File: src/rtl/conv_frame_sequencer.sv
// Paces a raster pixel stream into STB_DIV-spaced kernel strobes, holds coefficients, drains the kernel, tags results.
// Pixel reaches pix_out one cycle after transfer; in_ready waits at saturation for in_valid; results lag LAT strobes + 1 cycle.
module conv_frame_sequencer #(
  parameter int IMG_W   = 8,
  parameter int IMG_H   = 8,
  parameter int STB_DIV = 6,
  parameter int LAT     = 2
) (
  input  logic                     clk,
  input  logic                     rst_n,
  input  logic                     start,
  input  logic                     in_valid,
  input  logic [7:0]               in_data,
  output logic                     in_ready,
  input  logic                     coef_we,
  input  logic [3:0]               coef_addr,
  input  logic [7:0]               coef_data,
  output logic [71:0]              coef_flat,
  output logic [7:0]               pix_out,
  output logic                     pix_stb,
  input  logic [31:0]              z_in,
  output logic                     res_valid,
  output logic [31:0]              res_data,
  output logic [$clog2(IMG_H)-1:0] res_row,
  output logic [$clog2(IMG_W)-1:0] res_col,
  output logic                     busy,
  output logic                     frame_done
);

  localparam int RW = $clog2(IMG_H);
  localparam int CW = $clog2(IMG_W);
  localparam int DW = $clog2(STB_DIV);
  localparam int FW = $clog2(LAT + 1);
  localparam logic [DW-1:0] DIV_MAX  = DW'(STB_DIV - 1);
  localparam logic [CW-1:0] COL_LAST = CW'(IMG_W - 1);
  localparam logic [RW-1:0] ROW_LAST = RW'(IMG_H - 1);
  localparam logic [FW-1:0] FLUSH_N  = FW'(LAT);
  localparam logic [71:0]   COEF_RST = 72'h020102010201020102;

  typedef enum logic [1:0] {IDLE, RUN, FLUSH, DONE} state_t;

  typedef struct packed {
    logic          ok;
    logic [RW-1:0] row;
    logic [CW-1:0] col;
  } tag_t;

  state_t        state_q, state_d;
  logic [DW-1:0] div_q, div_d;
  logic [CW-1:0] col_q, col_d;
  logic [RW-1:0] row_q, row_d;
  logic [FW-1:0] flush_q, flush_d;
  logic [7:0]    pix_q, pix_d;
  logic          stb_q, stb_d;
  tag_t          stb_tag_q, stb_tag_d;
  tag_t          tag_q [LAT];
  tag_t          tag_d [LAT];
  tag_t          pop;
  logic          res_vld_q, res_vld_d;
  logic [31:0]   res_dat_q, res_dat_d;
  logic [RW-1:0] res_row_q, res_row_d;
  logic [CW-1:0] res_col_q, res_col_d;
  logic [71:0]   coef_q, coef_d;
  logic          xfer;

  assign in_ready   = (state_q == RUN) && (div_q == DIV_MAX);
  assign xfer       = in_valid && in_ready;
  assign coef_flat  = coef_q;
  assign pix_out    = pix_q;
  assign pix_stb    = stb_q;
  assign res_valid  = res_vld_q;
  assign res_data   = res_dat_q;
  assign res_row    = res_row_q;
  assign res_col    = res_col_q;
  assign busy       = (state_q != IDLE);
  assign frame_done = (state_q == DONE);

  always_comb begin
    state_d   = state_q;
    div_d     = div_q;
    col_d     = col_q;
    row_d     = row_q;
    flush_d   = flush_q;
    pix_d     = pix_q;
    stb_d     = 1'b0;
    stb_tag_d = stb_tag_q;
    tag_d     = tag_q;
    res_vld_d = 1'b0;
    res_dat_d = res_dat_q;
    res_row_d = res_row_q;
    res_col_d = res_col_q;
    coef_d    = coef_q;
    pop       = tag_q[LAT-1];

    if (div_q != DIV_MAX) begin
      div_d = div_q + DW'(1);
    end

    // The strobe cycle carries the kernel result belonging to the oldest tag.
    if (stb_q) begin
      res_vld_d = pop.ok;
      res_dat_d = z_in;
      res_row_d = pop.row;
      res_col_d = pop.col;
      for (int i = LAT - 1; i > 0; i--) begin
        tag_d[i] = tag_q[i-1];
      end
      tag_d[0] = stb_tag_q;
    end

    case (state_q)
      IDLE: begin
        if (coef_we) begin
          for (int i = 0; i < 9; i++) begin
            if (coef_addr == 4'(i)) begin
              coef_d[8*i +: 8] = coef_data;
            end
          end
        end
        if (start) begin
          state_d   = RUN;
          div_d     = '0;
          col_d     = '0;
          row_d     = '0;
          flush_d   = '0;
          stb_tag_d = '0;
          for (int i = 0; i < LAT; i++) begin
            tag_d[i] = '0;
          end
        end
      end

      RUN: begin
        if (xfer) begin
          pix_d         = in_data;
          stb_d         = 1'b1;
          div_d         = '0;
          stb_tag_d.ok  = (row_q >= RW'(2)) && (col_q >= CW'(2));
          stb_tag_d.row = row_q;
          stb_tag_d.col = col_q;
          if (col_q == COL_LAST) begin
            col_d = '0;
            if (row_q == ROW_LAST) begin
              row_d   = '0;
              state_d = FLUSH;
            end else begin
              row_d = row_q + RW'(1);
            end
          end else begin
            col_d = col_q + CW'(1);
          end
        end
      end

      FLUSH: begin
        // Zero pixels push the last real results out of the kernel pipeline.
        if ((div_q == DIV_MAX) && (flush_q != FLUSH_N)) begin
          pix_d     = 8'd0;
          stb_d     = 1'b1;
          div_d     = '0;
          stb_tag_d = '0;
          flush_d   = flush_q + FW'(1);
        end
        if (stb_q && (flush_q == FLUSH_N)) begin
          state_d = DONE;
        end
      end

      DONE: begin
        state_d = IDLE;
      end

      default: begin
        state_d = IDLE;
      end
    endcase
  end

  always_ff @(posedge clk or negedge rst_n) begin
    if (!rst_n) begin
      state_q   <= IDLE;
      div_q     <= '0;
      col_q     <= '0;
      row_q     <= '0;
      flush_q   <= '0;
      pix_q     <= '0;
      stb_q     <= 1'b0;
      stb_tag_q <= '0;
      tag_q     <= '{default: '0};
      res_vld_q <= 1'b0;
      res_dat_q <= '0;
      res_row_q <= '0;
      res_col_q <= '0;
      coef_q    <= COEF_RST;
    end else begin
      state_q   <= state_d;
      div_q     <= div_d;
      col_q     <= col_d;
      row_q     <= row_d;
      flush_q   <= flush_d;
      pix_q     <= pix_d;
      stb_q     <= stb_d;
      stb_tag_q <= stb_tag_d;
      tag_q     <= tag_d;
      res_vld_q <= res_vld_d;
      res_dat_q <= res_dat_d;
      res_row_q <= res_row_d;
      res_col_q <= res_col_d;
      coef_q    <= coef_d;
    end
  end

endmodule
File: config.mk
export PLATFORM = sky130hd
export DESIGN_NAME = conv_frame_sequencer
export DESIGN_NICKNAME = d
export VERILOG_FILES = /design/src/rtl/conv_frame_sequencer.sv
export SDC_FILE = /design/constraint.sdc
export NUM_CORES = 1
export LEC_CHECK = 0
export ABC_AREA = 1
export ABC_CLOCK_PERIOD_IN_PS = 2800
export CAP_MARGIN = 10
export CORE_ASPECT_RATIO = 2
export CORE_MARGIN = 2
export CORE_UTILIZATION = 51
export CTS_BUF_LIST = sky130_fd_sc_hd__clkbuf_16
export CTS_CLUSTER_SIZE = 12
export DETAILED_ROUTE_END_ITERATION = 10
export HOLD_SLACK_MARGIN = 0.05
export PLACE_DENSITY_LB_ADDON = 0.2
export SLEW_MARGIN = 10
export SYNTH_ARGS = -nofsm -noshare
export SYNTH_HDL_FRONTEND = slang
export SYNTH_SLANG_ARGS = --single-unit
File: constraint.sdc
create_clock -name clk -period 2.8 [get_ports clk]
set_clock_uncertainty 0.2 [all_clocks]
set_input_delay 0.56 -clock clk [delete_from_list [all_inputs] [get_ports clk]]
set_output_delay 0.56 -clock clk [all_outputs]
set_load 0.1 [all_outputs]
==> flow_summary_export.csv <==
group,metric,value,unit
floorplanning,vert_die_dim,159,um
sta,hold_viol_final,0,
final_layout,syn_to_final_growth,36.3,%
clock_network,post-cts-setup-buffers,0,
final_layout,finalNetCount,923,
worst_setup_path,count_of_cells_along_the_worst_register_to_register_path,7,
worst_hold_path,hold_path_end,"res_data[10]",
clock_network,clock_tree.root_cell,"clkbuf_16",
routing,firstDrtPassIters,7,
floorplanning,core_region_area,0.0118,mm2
sta,post_route_minimum_period,2.58,ns
worst_setup_path,worstSetupPathType,"reg -> out",
synthesis,synth-seq-area-share,62.9,%
worst_setup_path,crit_arrival,1.82,ns
routing,via_count,5061,
clock_network,tritoncts.num_buffers,17,
routing,detail_route.drc_violations,0,
final_layout,fill_cells,905,
sta,max_freq,387,MHz
synthesis,yosys_warnings,0,
sta,timing.final.crit_share,92.2,%
worst_setup_path,timing.critical_path.to_type,"output pin",
sta,max-slew-margin-rel,59.4,%
synthesis,syn_avg_cell_area,9.12,um2
worst_setup_path,cp-start-kind,"flip-flop",
sta,final-max-slew-violation-count,0,
grt,grt_pass1_vias,4998,
synthesis,synthesis.instances,674,
grt,grt-ovfl-total,0,
synthesis,synthDistinctLibCells,22,
routing,wire_per_inst,15.0,um
grt,maximum_number_of_pins_on_one_net_before_global_route_repair,68,
routing,ant_nets,0,
worst_setup_path,r2r_slack,0.69,ns
worst_hold_path,whs_path_depth,2,
synthesis,ys_ff_latch,154,
synthesis,syn-num-nets,743,
floorplanning,floorplan.initialDensity,52.2,%
routing,route.final.wire_length,15100,um
final_layout,final_cells,1012,
sta,fin_tns_setup,0,ns
clock_network,cts.sink_count,154,
place,hpwl,10800,um
synthesis,cell_area_after_synthesis,0.00615,mm2
place,portBuffers,179,
floorplanning,number_of_primary_i_o_pins,180,
final_layout,final_core_util,71.2,%
clock_network,cts.reportedPaths.clkPinSlew,0.06,ns
clock_network,htreeDepth,4,
final_layout,drive_above_1_share,21.1,%
sta,worst-slew-pin-transition,0.608,ns
floorplanning,die_w,81.6,um
routing,detailedRoute.firstIterationViolations,224,
worst_setup_path,cp_max_fo,13,
worst_setup_path,data_required_critical_path,2.04,ns
grt,global_route.usage.total,24.2,%
sta,rsz_0062_raised_after_global_routing,"no",
final_layout,antenna_cells_inserted,0,
worst_hold_path,worstHoldPathType,"reg -> reg",
grt,grt_first_pass_wirelength,24100,um
clock_network,cts_tree,"done",
floorplanning,core.rowCount,56,
outcome,run_status,"completed",
clock_network,clk_latency,0.42,ns
worst_hold_path,hold_path.startpoint,"res_data[10]",
grt,antenna_violations_before_repair,0,
sta,report.final.setup_viol,0,
place,globalplace.congestion,0.890,
sta,hold_worst_slack,0.272,ns
clock_network,max-clock-path-buffers,2,
place,dp_cells,979,
run,maxCapViolations,0,
worst_setup_path,reg2reg_from,"state_q[0]",
worst_setup_path,worst_r2r_endpoint,"coef_flat[10]",
floorplanning,design.die.area,0.0130,mm2
routing,routed_via_density,5.00,
cells in the mapped netlist (all sizes together):
master	number	area, um2
nand2	302	1150
dfrtp	145	3630
o21ai	97	497
inv	37	139
clkbuf	16	60.1
a21oi	15	75.1
nor2	15	58.8
ha	12	150
nand3	11	55.1
dfstp	9	236
buf	8	37.5
nand3b	2	15.0
clkinv	1	3.75
nor3	1	10.0
nor3b	1	18.8
or2	1	6.26
xnor2	1	8.76
cells in the final DEF, fill, tap and decap left out, types with 11 or more instances in the layout:
cell,n
nand3_1,11
a21oi_1,15
clkbuf_16,17
clkdlybuf4s50_1,55
o21ai_0,72
ha_1,11
nand2_1,296
o21ai_1,24
nor2_1,13
dfrtp_1,144
buf_4,123
inv_1,38
what timing repair did:
| action | CTS | global route |
|---|---|---|
| resized for setup | 0 | 1 |
| endpoints found under the setup margin | 0 | 1 |
| hold buffers | 1 | 0 |
| endpoints found under the hold margin | 62 | 0 |
kinds of logic after synthesis:
family	after synthesis	synth area share, %
AND/OR/NAND/NOR	333	21.3
flip-flops	154	62.9
AO/OA/AOI/OAI	112	9.30
buffers and inverters	62	3.91
adder cells (fa/ha/maj)	12	2.44
XOR/XNOR	1	0.142
per-layer routing:
metal	vias to the layer above	track usage (%)	wire, um
met2	179	41.1	7830
met3	31	7.43	1020
li1	2478	-	-
met5	-	0	0
met1	2373	28.4	5920
met4	0	8.18	367
worst max-delay path by stage:
stage	slack, ns	end	startpoint	cells after the start
floorplan	0.33	col_q[0]	state_q[1]	9
CTS	0.04	in_ready	state_q[1]	5
global placement	0.53	coef_flat[29]	coef_we	6
detailed placement	0.39	pix_out[3]	in_valid	5
global route	0.09	in_ready	state_q[1]	5
finish	0.22	in_ready	state_q[1]	5
registers in the layout, indices dropped and copies added, names as in the netlist, 7 cells and up:
name / cells
stb_tag_q: 7
coef_flat: 72
tag_q: 7
res_data: 32
pix_out: 8
pop: 7
through the flow:
step | area [um2] | worst slack, ns
floorplan | 6150 | 0.327
global placement | 7820 | 0.527
detailed placement | 7820 | 0.386
CTS | 8380 | 0.0434
global route | 8380 | 0.0930
finish | 8380 | 0.218
final cells by class:
class                           count  area (um2)  area share (%)
Timing Repair Buffer              185        1600            19.0
Sequential cell                   154        3870            46.1
Tap cell                          145         181            2.17
Multi-Input combinational cell    458        2050            24.4
Clock inverter                     15         120            1.43
Clock buffer                       17         425            5.08
Inverter                           38         143            1.70
worst max-delay path: stages, from the launching register on:
cell and delay [ns]:
dfrtp_1 0.41, inv_1 0.10, ha_2 0.33, inv_1 0.15, nor2_2 0.22, buf_12 0.20
Power is not shown: default switching activity piles up to over one toggle a cycle in this logic, so the estimate is an artifact.
